<file path="src/rtl/udp_pkg.sv">
// Shared UDP transmit definitions: protocol constants, FSM state type and
// a one's-complement add helper used by the checksum datapaths.
package udp_pkg;

  localparam logic [15:0] UDP_PROTO       = 16'h0011;
  localparam int unsigned UDP_HDR_BYTES   = 8;
  localparam logic [15:0] MAX_UDP_PAYLOAD = 16'hFFF7;
  localparam int unsigned CALC_TERMS      = 10;

  typedef enum logic [1:0] {IDLE, CALC, FIN, SEND} tx_state_t;

  // 16-bit one's-complement add; the carry is folded back immediately.
  function automatic logic [15:0] ones_add(input logic [15:0] a, input logic [15:0] b);
    logic [16:0] s17;
    s17 = {1'b0, a} + {1'b0, b};
    return s17[15:0] + {15'd0, s17[16]};
  endfunction

endpackage

</file>
<file path="src/rtl/ones_comp_acc.sv">
// Single-cycle 16-bit one's-complement accumulator with end-around carry.
// clear has priority over add_valid.
module ones_comp_acc
  import udp_pkg::*;
(
  input  logic        clk,
  input  logic        rst,
  input  logic        clear,
  input  logic        add_valid,
  input  logic [15:0] term,
  output logic [15:0] acc
);

  logic [15:0] acc_q, acc_d;

  always_comb begin
    acc_d = acc_q;
    if (clear) begin
      acc_d = 16'd0;
    end else if (add_valid) begin
      acc_d = ones_add(acc_q, term);
    end
  end

  always_ff @(posedge clk) begin
    if (rst) begin
      acc_q <= 16'd0;
    end else begin
      acc_q <= acc_d;
    end
  end

  assign acc = acc_q;

endmodule

</file>
<file path="src/rtl/udp_hdr_tx_bp.sv">
// UDP header serializer: latches fields on start, computes the pseudo-header
// checksum one term per cycle, then streams the 8-byte header N bits per beat.
module udp_hdr_tx_bp
  import udp_pkg::*;
#(
  parameter int unsigned N        = 2,
  parameter bit          CKSUM_EN = 1'b1
) (
  input  logic         clk,
  input  logic         rst,
  input  logic         start,
  input  logic [15:0]  src_port,
  input  logic [15:0]  dst_port,
  input  logic [15:0]  payload_len,
  input  logic [15:0]  payload_cksum,
  input  logic [31:0]  src_ip,
  input  logic [31:0]  dst_ip,
  output logic         busy,
  output logic         err,
  output logic         axiov,
  output logic [N-1:0] axiod,
  output logic         axi_last,
  input  logic         axi_ready
);

  localparam int unsigned NBEATS    = UDP_HDR_BYTES * 8 / N;
  localparam logic [6:0]  LAST_BEAT = 7'(NBEATS - 1);
  localparam logic [3:0]  LAST_TERM = 4'(CALC_TERMS - 1);

  tx_state_t   state_q, state_d;
  logic [15:0] src_port_q, src_port_d;
  logic [15:0] dst_port_q, dst_port_d;
  logic [15:0] udp_len_q, udp_len_d;
  logic [15:0] pay_ck_q, pay_ck_d;
  logic [31:0] src_ip_q, src_ip_d;
  logic [31:0] dst_ip_q, dst_ip_d;
  logic [15:0] cksum_q, cksum_d;
  logic [3:0]  term_idx_q, term_idx_d;
  logic [6:0]  beat_q, beat_d;
  logic        busy_q, busy_d;
  logic        err_q, err_d;
  logic        axiov_q, axiov_d;
  logic [N-1:0] axiod_q, axiod_d;
  logic        last_q, last_d;

  logic        acc_clear;
  logic [15:0] term;
  logic [15:0] acc;
  logic [15:0] cksum_raw;
  logic [63:0] hdr;

  assign hdr       = {src_port_q, dst_port_q, udp_len_q, cksum_q};
  assign cksum_raw = ~acc;

  function automatic logic [N-1:0] beat_data(input logic [63:0] h, input logic [6:0] idx);
    logic [63:0] sh;
    sh = h << (N * idx);
    return sh[63 -: N];
  endfunction

  always_comb begin
    term = 16'd0;
    case (term_idx_q)
      4'd0:    term = src_ip_q[31:16];
      4'd1:    term = src_ip_q[15:0];
      4'd2:    term = dst_ip_q[31:16];
      4'd3:    term = dst_ip_q[15:0];
      4'd4:    term = UDP_PROTO;
      4'd5:    term = udp_len_q;
      4'd6:    term = src_port_q;
      4'd7:    term = dst_port_q;
      4'd8:    term = udp_len_q;
      4'd9:    term = pay_ck_q;
      default: term = 16'd0;
    endcase
  end

  ones_comp_acc u_acc (
    .clk      (clk),
    .rst      (rst),
    .clear    (acc_clear),
    .add_valid(state_q == CALC),
    .term     (term),
    .acc      (acc)
  );

  always_comb begin
    state_d    = state_q;
    src_port_d = src_port_q;
    dst_port_d = dst_port_q;
    udp_len_d  = udp_len_q;
    pay_ck_d   = pay_ck_q;
    src_ip_d   = src_ip_q;
    dst_ip_d   = dst_ip_q;
    cksum_d    = cksum_q;
    term_idx_d = term_idx_q;
    beat_d     = beat_q;
    busy_d     = busy_q;
    err_d      = 1'b0;
    axiov_d    = axiov_q;
    axiod_d    = axiod_q;
    last_d     = last_q;
    acc_clear  = 1'b0;

    unique case (state_q)
      IDLE: begin
        if (start) begin
          if (payload_len > MAX_UDP_PAYLOAD) begin
            err_d = 1'b1;
          end else begin
            src_port_d = src_port;
            dst_port_d = dst_port;
            udp_len_d  = payload_len + 16'(UDP_HDR_BYTES);
            pay_ck_d   = payload_cksum;
            src_ip_d   = src_ip;
            dst_ip_d   = dst_ip;
            cksum_d    = 16'd0;
            term_idx_d = 4'd0;
            beat_d     = 7'd0;
            busy_d     = 1'b1;
            acc_clear  = 1'b1;
            state_d    = CKSUM_EN ? CALC : SEND;
          end
        end
      end
      CALC: begin
        term_idx_d = term_idx_q + 4'd1;
        if (term_idx_q == LAST_TERM) begin
          state_d = FIN;
        end
      end
      FIN: begin
        // A computed checksum of zero is sent as all-ones; zero means "none".
        cksum_d = (cksum_raw == 16'd0) ? 16'hFFFF : cksum_raw;
        state_d = SEND;
      end
      SEND: begin
        if (!axiov_q) begin
          axiov_d = 1'b1;
          beat_d  = 7'd0;
          axiod_d = beat_data(hdr, 7'd0);
          last_d  = (LAST_BEAT == 7'd0);
        end else if (axi_ready) begin
          if (beat_q == LAST_BEAT) begin
            axiov_d = 1'b0;
            axiod_d = '0;
            last_d  = 1'b0;
            busy_d  = 1'b0;
            beat_d  = 7'd0;
            state_d = IDLE;
          end else begin
            beat_d  = beat_q + 7'd1;
            axiod_d = beat_data(hdr, beat_q + 7'd1);
            last_d  = ((beat_q + 7'd1) == LAST_BEAT);
          end
        end
      end
      default: state_d = IDLE;
    endcase
  end

  always_ff @(posedge clk) begin
    if (rst) begin
      state_q    <= IDLE;
      src_port_q <= 16'd0;
      dst_port_q <= 16'd0;
      udp_len_q  <= 16'd0;
      pay_ck_q   <= 16'd0;
      src_ip_q   <= 32'd0;
      dst_ip_q   <= 32'd0;
      cksum_q    <= 16'd0;
      term_idx_q <= 4'd0;
      beat_q     <= 7'd0;
      busy_q     <= 1'b0;
      err_q      <= 1'b0;
      axiov_q    <= 1'b0;
      axiod_q    <= '0;
      last_q     <= 1'b0;
    end else begin
      state_q    <= state_d;
      src_port_q <= src_port_d;
      dst_port_q <= dst_port_d;
      udp_len_q  <= udp_len_d;
      pay_ck_q   <= pay_ck_d;
      src_ip_q   <= src_ip_d;
      dst_ip_q   <= dst_ip_d;
      cksum_q    <= cksum_d;
      term_idx_q <= term_idx_d;
      beat_q     <= beat_d;
      busy_q     <= busy_d;
      err_q      <= err_d;
      axiov_q    <= axiov_d;
      axiod_q    <= axiod_d;
      last_q     <= last_d;
    end
  end

  assign busy     = busy_q;
  assign err      = err_q;
  assign axiov    = axiov_q;
  assign axiod    = axiod_q;
  assign axi_last = last_q;

endmodule

</file>
<file path="config.mk">
export PLATFORM = sky130hd
export DESIGN_NAME = udp_hdr_tx_bp
export DESIGN_NICKNAME = d
export VERILOG_FILES = /design/src/rtl/udp_pkg.sv /design/src/rtl/ones_comp_acc.sv /design/src/rtl/udp_hdr_tx_bp.sv
export SDC_FILE = /design/constraint.sdc
export NUM_CORES = 1
export LEC_CHECK = 0
export BUFFER_PORTS_ARGS = -buffer_cell sky130_fd_sc_hd__buf_2
export CAP_MARGIN = 0
export CORE_MARGIN = 5
export CORE_UTILIZATION = 25
export DETAILED_ROUTE_END_ITERATION = 6
export PLACE_DENSITY_LB_ADDON = 0.1
export SKIP_LAST_GASP = 1
export SLEW_MARGIN = 10
export SYNTH_ARGS = -nofsm -noshare
export SYNTH_HDL_FRONTEND = slang
export SYNTH_SLANG_ARGS = --single-unit
</file>
<file path="constraint.sdc">
create_clock -name clk -period 8.1 [get_ports clk]
set_clock_uncertainty 0.1 [all_clocks]
set_input_delay 0.405 -clock clk [delete_from_list [all_inputs] [get_ports clk]]
set_output_delay 0.405 -clock clk [all_outputs]
set_load 0.005 [all_outputs]
</file>
# Word-level counts from Yosys, hierarchy flattened
# Index checks and enable logic that the tools add are counted.
dict set report op_classes {
  add_sub_neg 5
  order_cmp 1
  eq_ne 22
  n_shift 1
  mux 40
  n_bitwise 4
  reduce_logical 16
}
# cell count
set ops {}
lappend ops {{$pmux W16 S9} 1}
lappend ops {{$shl A64 B8 Y64} 1}
lappend ops {{$mux W16} 3}
lappend ops {{$mux W7} 5}
lappend ops {{$pmux W16 S2} 1}
lappend ops {{$mux W2} 9}
lappend ops {{$add A16 B16 Y17} 1}
lappend ops {{$add A16 B1 Y16} 1}
lappend ops {{$add A16 B4 Y16 const B} 1}
lappend ops {{$eq A4 B3 Y1 const B} 4}
lappend ops {{$gt A16 B16 Y1 const B} 1}
lappend ops {{$logic_not A16 Y1} 1}
lappend ops {{$not A16 Y16} 1}
lappend ops {{$mux W1} 15}
lappend ops {{$eq A7 B5 Y1 const B} 2}
lappend ops {{$ne A2 B2 Y1 const B} 7}
lappend ops {{$pmux W7 S2} 1}
lappend ops {{$reduce_and A6 Y1} 2}
lappend ops {{$reduce_and A3 Y1} 3}
lappend ops {{$eq A4 B2 Y1 const B} 2}
lappend ops {{$eq A4 B4 Y1 const B} 2}
lappend ops {{$mux W4} 2}
lappend ops {{$pmux W2 S4} 1}
lappend ops {{$pmux W4 S2} 1}
lappend ops {{15 further kinds} 21}
dict set report word_totals {
  ff_bits 179
  input_bits 132
  out_inout_bits 6
  elab_cells 105
}

# Depth between registers and ports, before layout
dict set report logic_depth {
  word_depth 5
  ltp_mapped 27
  mapped_depth_nobuf 24
}

# By module
# Synthesis repeated with hierarchy kept, for this count alone.
dict set report unflattened {
  cells_unflattened 1170
  area_unflattened_um2 9604.2
}
# module instances cells_per_inst area_per_inst_um2 seq_area_each_um2
set modules_own_cells {}
lappend modules_own_cells {udp_hdr_tx_bp 1 964 7825.0 3263.1}
lappend modules_own_cells {ones_comp_acc 1 206 1779.2 320.3}

# Worst setup path before layout
# No wires, ideal clock.
dict set report synth_path {
  kind {register to register}
  startpoint {register term_idx_q[2]}
  endpoint {register u_acc.acc_q[14] (netlist: u_acc.acc[14])}
  setup_ns 0.079
  arrival_time_ns 4.655
  t_required_ns 7.921
  setup_slack_ns 3.265
  stages_incl_launch_ff 27
  n_path_buf 3
  synth_period_minus_slack_ns 4.835
  path_cell_list {dfxtp_1 > clkbuf_1 > nor2_1 > and2_1 > clkbuf_1 > clkbuf_1 > a22oi_1 > o2111ai_1 > ha_1 > fa_1 > a21o_1 > a22o_2 > o2111a_1 > or3_1 > a21oi_1 > nor2b_1 > o21ai_0 > nand2b_1 > ha_1 > nand2_1 > nor2_1 > nand3_1 > nor4_4 > or3b_1 > nor3b_2 > xnor2_1 > a211oi_2}
}
dict set report synth_via {
  elab_chain_cells 5
  word_cells_on_any_way 14
  cone_classes {2 x add/sub; 9 x eq/ne; 1 x mux; 2 x reduce/logical}
}
# item line_no
set synth_lines {}
lappend synth_lines {{start, declared} udp_hdr_tx_bp.sv:38} ;# logic [3:0] term_idx_q, term_idx_d;
lappend synth_lines {{start signal, assigned} udp_hdr_tx_bp.sv:188} ;# term_idx_q <= term_idx_d;
lappend synth_lines {{$eq A4 B4 Y1 or $eq A4 B3 Y1 (tied branches)} udp_hdr_tx_bp.sv:63} ;# case (term_idx_q)
lappend synth_lines {{$reduce_or A2 Y1 (no source line)} -}
lappend synth_lines {{$pmux W16 S9 *} udp_hdr_tx_bp.sv:63}
lappend synth_lines {{$add A16 B16 Y17 *} udp_pkg.sv:15} ;# s17 = {1'b0, a} + {1'b0, b};
lappend synth_lines {{$add A16 B1 Y16 *} udp_pkg.sv:16} ;# return s17[15:0] + {15'd0, s17[16]};
lappend synth_lines {{end signal, assigned} ones_comp_acc.sv:27} ;# acc_q <= 16'd0;
lappend synth_lines {{end signal, assigned} ones_comp_acc.sv:29} ;# acc_q <= acc_d;
lappend synth_lines {{end, declared} ones_comp_acc.sv:14} ;# logic [15:0] acc_q, acc_d;
# Mark *: on every way between the ends. The rest lies on a longest branch, timed or not.
# A chain may end at the register's enable or synchronous reset.

# Worst setup path after layout
dict set report layout_path {
  startpoint {register term_idx_q[0]}
  endpoint {register u_acc.acc_q[15] (netlist: u_acc.acc[15])}
}
# Same word-level chain as after synthesis.

==> metrics.yaml <==
status: "completed"
hp-class: "in -> reg"
fmax_ghz: 0.181
hpwlAfterDp_um: 25700
crit_type: "reg -> reg"
synth.distinct_cells: 72
num-fill-cells: 3972
muxShareOfSynthArea_pct: 5.90
diodes: 0
syn_area_sq_um: 9080
synth-edff-count: 0
fp.dieW_um: 201
postRouteAntennaNets: 0
row_count: 69
r2r_start: "term_idx_q[0]$_SDFFE_PP0P_"
path_max_fanout: 16
io_buffers: 137
maxSlewHeadroom_pct: 35.3
clk_latency_ns: 0.45
synth-adder-area-share_pct: 4.22
synth_warnings: 0
grt_max_degree: 88
h-tree-depth: 4
end_kind: "flip-flop"
worstPathRequired_ns: 8.30
firstDrtPassIters: 5
synth-compound-area-share_pct: 21.4
drc: 0
vdd_drop_max_uv: 148
maxCapViolations: 0
drt_first_iter_violations: 537
wl_per_cell_um: 20.2
min_delay_path_depth: 3
finalCriticalPeriod_ns: 5.52
synth_top_family_by_area: "simple AND/OR/NAND/NOR gates"
rsz0062_at_grt: "false"
postCtsSetupBuffers: 0
cts-resized-gates: 0
grt_use_total_pct: 16.5
instances_no_fill: 1672
hold_viol_final: 0
min_period_over_period_pct: 68.1
nNetsFinal: 1360
die_h_um: 201
slew_viol_final: 0
synth-xor-area-share_pct: 3.54
cts_tree: "done"
leakage_nw: 4.21
routabilityCongestion: 0.846
tightestPinTransition_ns: 0.971
synthSimpleGateAreaFrac_pct: 21.4
cts_hold_repair.buffers: 0
drive_above_1_share_pct: 18.1
clock-sinks: 179
async_flop_share_pct: 0
arrival_ns: 5.72
synthCells: 1115
seq_area_frac_synth_pct: 39.5
power_density_nw_per_um2: 293
hold_end: "pay_ck_q[15]$_SDFFE_PP0P_"
start_util_pct: 25.4
path_clk_slew_ns: 0.08
setup_violations: 0
syn_area_per_cell_sq_um: 8.14
cp-start-kind: "flip-flop"
power_mw: 3.15
cts_root_buf: "clkbuf_16"
synthFlopType: "dfxtp_1"
fin_tns_setup_ns: 0
numCtsBuffers: 17
rr_endpoint: "u_acc.acc[15]$_SDFFE_PP0P_"
dp.cells: 1640
overflow: 0
vias: 8320
final_cell_mix: "269 x nand2_1, 179 x dfxtp_1, 168 x a21oi_1, 136 x buf_2, 73 x nor2_1"
syn_nets: 1277
via_per_inst: 4.98
ioPinCount: 138
r2r_cells: 24
area_growth_pct: 18.3
mostFrequentLayoutCell: "nand2_1"
dieArea_sq_um: 40200
ff2ff_setup_slack_ns: 2.58
grt_antenna_before_repair: 0
coreArea_sq_um: 35700
cts_buffer_depth: 2
min_from: "payload_cksum[15]"
synth-seq-cells: 179
finalWirelength_um: 33700
grt_pass1_wl_um: 51800
grt_pass1_vias: 8497
-- report_power, final --
part	internal, mW	switching, mW
combinational	0.346	0.636
clock	0.534	0.384
sequential	1.05	0.201
-- area by class of cell --
type	count	area, sq um	share of cell area (%)
inverter	14	52.6	0.489
clock buffer	20	447	4.16
clock inverter	12	191	1.78
timing repair buffer	144	741	6.90
sequential	179	3580	33.4
multi-input combinational	842	5150	47.9
tap	461	577	5.37
-- cell usage after synthesis, types with 4 or more instances --
| master | n | area (sq um) |
|---|---|---|
| a221oi_1 | 10 | 87.6 |
| mux2_2 | 4 | 45.0 |
| a22o_1 | 7 | 61.3 |
| xnor2_1 | 14 | 123 |
| nor3_1 | 10 | 50.1 |
| a211oi_1 | 25 | 188 |
| ha_1 | 29 | 363 |
| nand4_1 | 12 | 75.1 |
| a21o_1 | 14 | 105 |
| mux2i_1 | 4 | 40.0 |
| and2_1 | 7 | 43.8 |
| nand2_1 | 269 | 1010 |
| mux4_2 | 20 | 450 |
| a222oi_1 | 16 | 160 |
| o21ai_0 | 14 | 70.1 |
| inv_1 | 14 | 52.6 |
| xor2_1 | 19 | 166 |
| nand3_1 | 27 | 135 |
| or2_2 | 4 | 25.0 |
| nor2b_1 | 6 | 37.5 |
| buf_1 | 6 | 22.5 |
| clkbuf_1 | 70 | 263 |
| a22oi_1 | 23 | 173 |
| dfxtp_1 | 179 | 3580 |
| and4_1 | 5 | 43.8 |
| a21oi_1 | 168 | 841 |
| nand3b_1 | 4 | 30.0 |
| nor2_1 | 73 | 274 |
| and3_1 | 5 | 31.3 |
-- through the flow --
stage | util (%) | hold slack (ns) | setup WS, ns | area [sq um]
floorplan | - | 0.334 | 3.27 | 9080
global placement | 28.3 | 0.350 | 2.73 | 10100
detailed placement | 28.3 | 0.354 | 2.63 | 10100
CTS | 30.1 | 0.0649 | 2.60 | 10700
global route | 30.1 | 0.0841 | 2.17 | 10700
finish | 30.1 | 0.0912 | 2.58 | 10700
-- worst max-delay path by stage --
| stage | start | to | cells past startpoint |
|---|---|---|---|
| 6_report | term_idx_q[0]$_SDFFE_PP0P_ | u_acc.acc[15]$_SDFFE_PP0P_ | 24 |
| 5_1_grt | term_idx_q[0]$_SDFFE_PP0P_ | u_acc.acc[15]$_SDFFE_PP0P_ | 24 |
| 4_1_cts | term_idx_q[0]$_SDFFE_PP0P_ | u_acc.acc[15]$_SDFFE_PP0P_ | 24 |
| 3_5_place_dp | term_idx_q[0]$_SDFFE_PP0P_ | u_acc.acc[15]$_SDFFE_PP0P_ | 24 |
| 3_3_place_gp | term_idx_q[0]$_SDFFE_PP0P_ | u_acc.acc[15]$_SDFFE_PP0P_ | 24 |
| 2_1_floorplan | term_idx_q[2]$_SDFFE_PP0P_ | u_acc.acc[14]$_SDFFE_PP0P_ | 26 |
-- registers in the layout, summed over array words and instances, names as in the netlist, 2 cells and up --
signal	cells
pay_ck_q	16
src_port_q	16
term_idx_q	4
dst_port_q	16
dst_ip_q	32
axiod	2
u_acc.acc	16
udp_len_q	16
src_ip_q	32
cksum_q	16
beat_q	7
state_q	2
-- kinds of logic (layout without fill, tap and decap cells) --
kind of cell               count (synthesis)  after routing
AOI/OAI and AO/OA                        305            305
xor gates and xnor gates                  35             35
adders and majority gates                 30             30
buffers and inverters                     94            190
DFF                                      179            179
muxes                                     28             28
and+or+nand+nor                          444            444
-- critical path, cell delays in order, from the launching register on --
cell and delay (ns):
dfxtp_1 0.41, inv_1 0.11, ha_1 0.26, a22o_1 0.43, a222oi_1 0.42, nand3_1 0.17
a21o_1 0.19, ha_1 0.43, and3_1 0.19, a22o_2 0.18, o2111a_1 0.20, or3_1 0.11
a21oi_1 0.09, nor2b_1 0.11, o21ai_0 0.08, nand2b_1 0.12, ha_1 0.19, nand2_1 0.06
nor2_1 0.17, nand3_2 0.13, or4_4 0.52, nor4_2 0.36, o2111ai_1 0.17, o211ai_1 0.12
nor2_1 0.06
-- per-layer routing --
metal,share of wire (%),global-route usage (%),vias to the layer above
met5,0,0,-
met4,2.5,5.53,0
met3,3.5,2.81,36
met2,46,26.2,181
met1,48,23.0,3974
li1,-,-,4129
No activity file was read; power rests on OpenSTA's default activity.
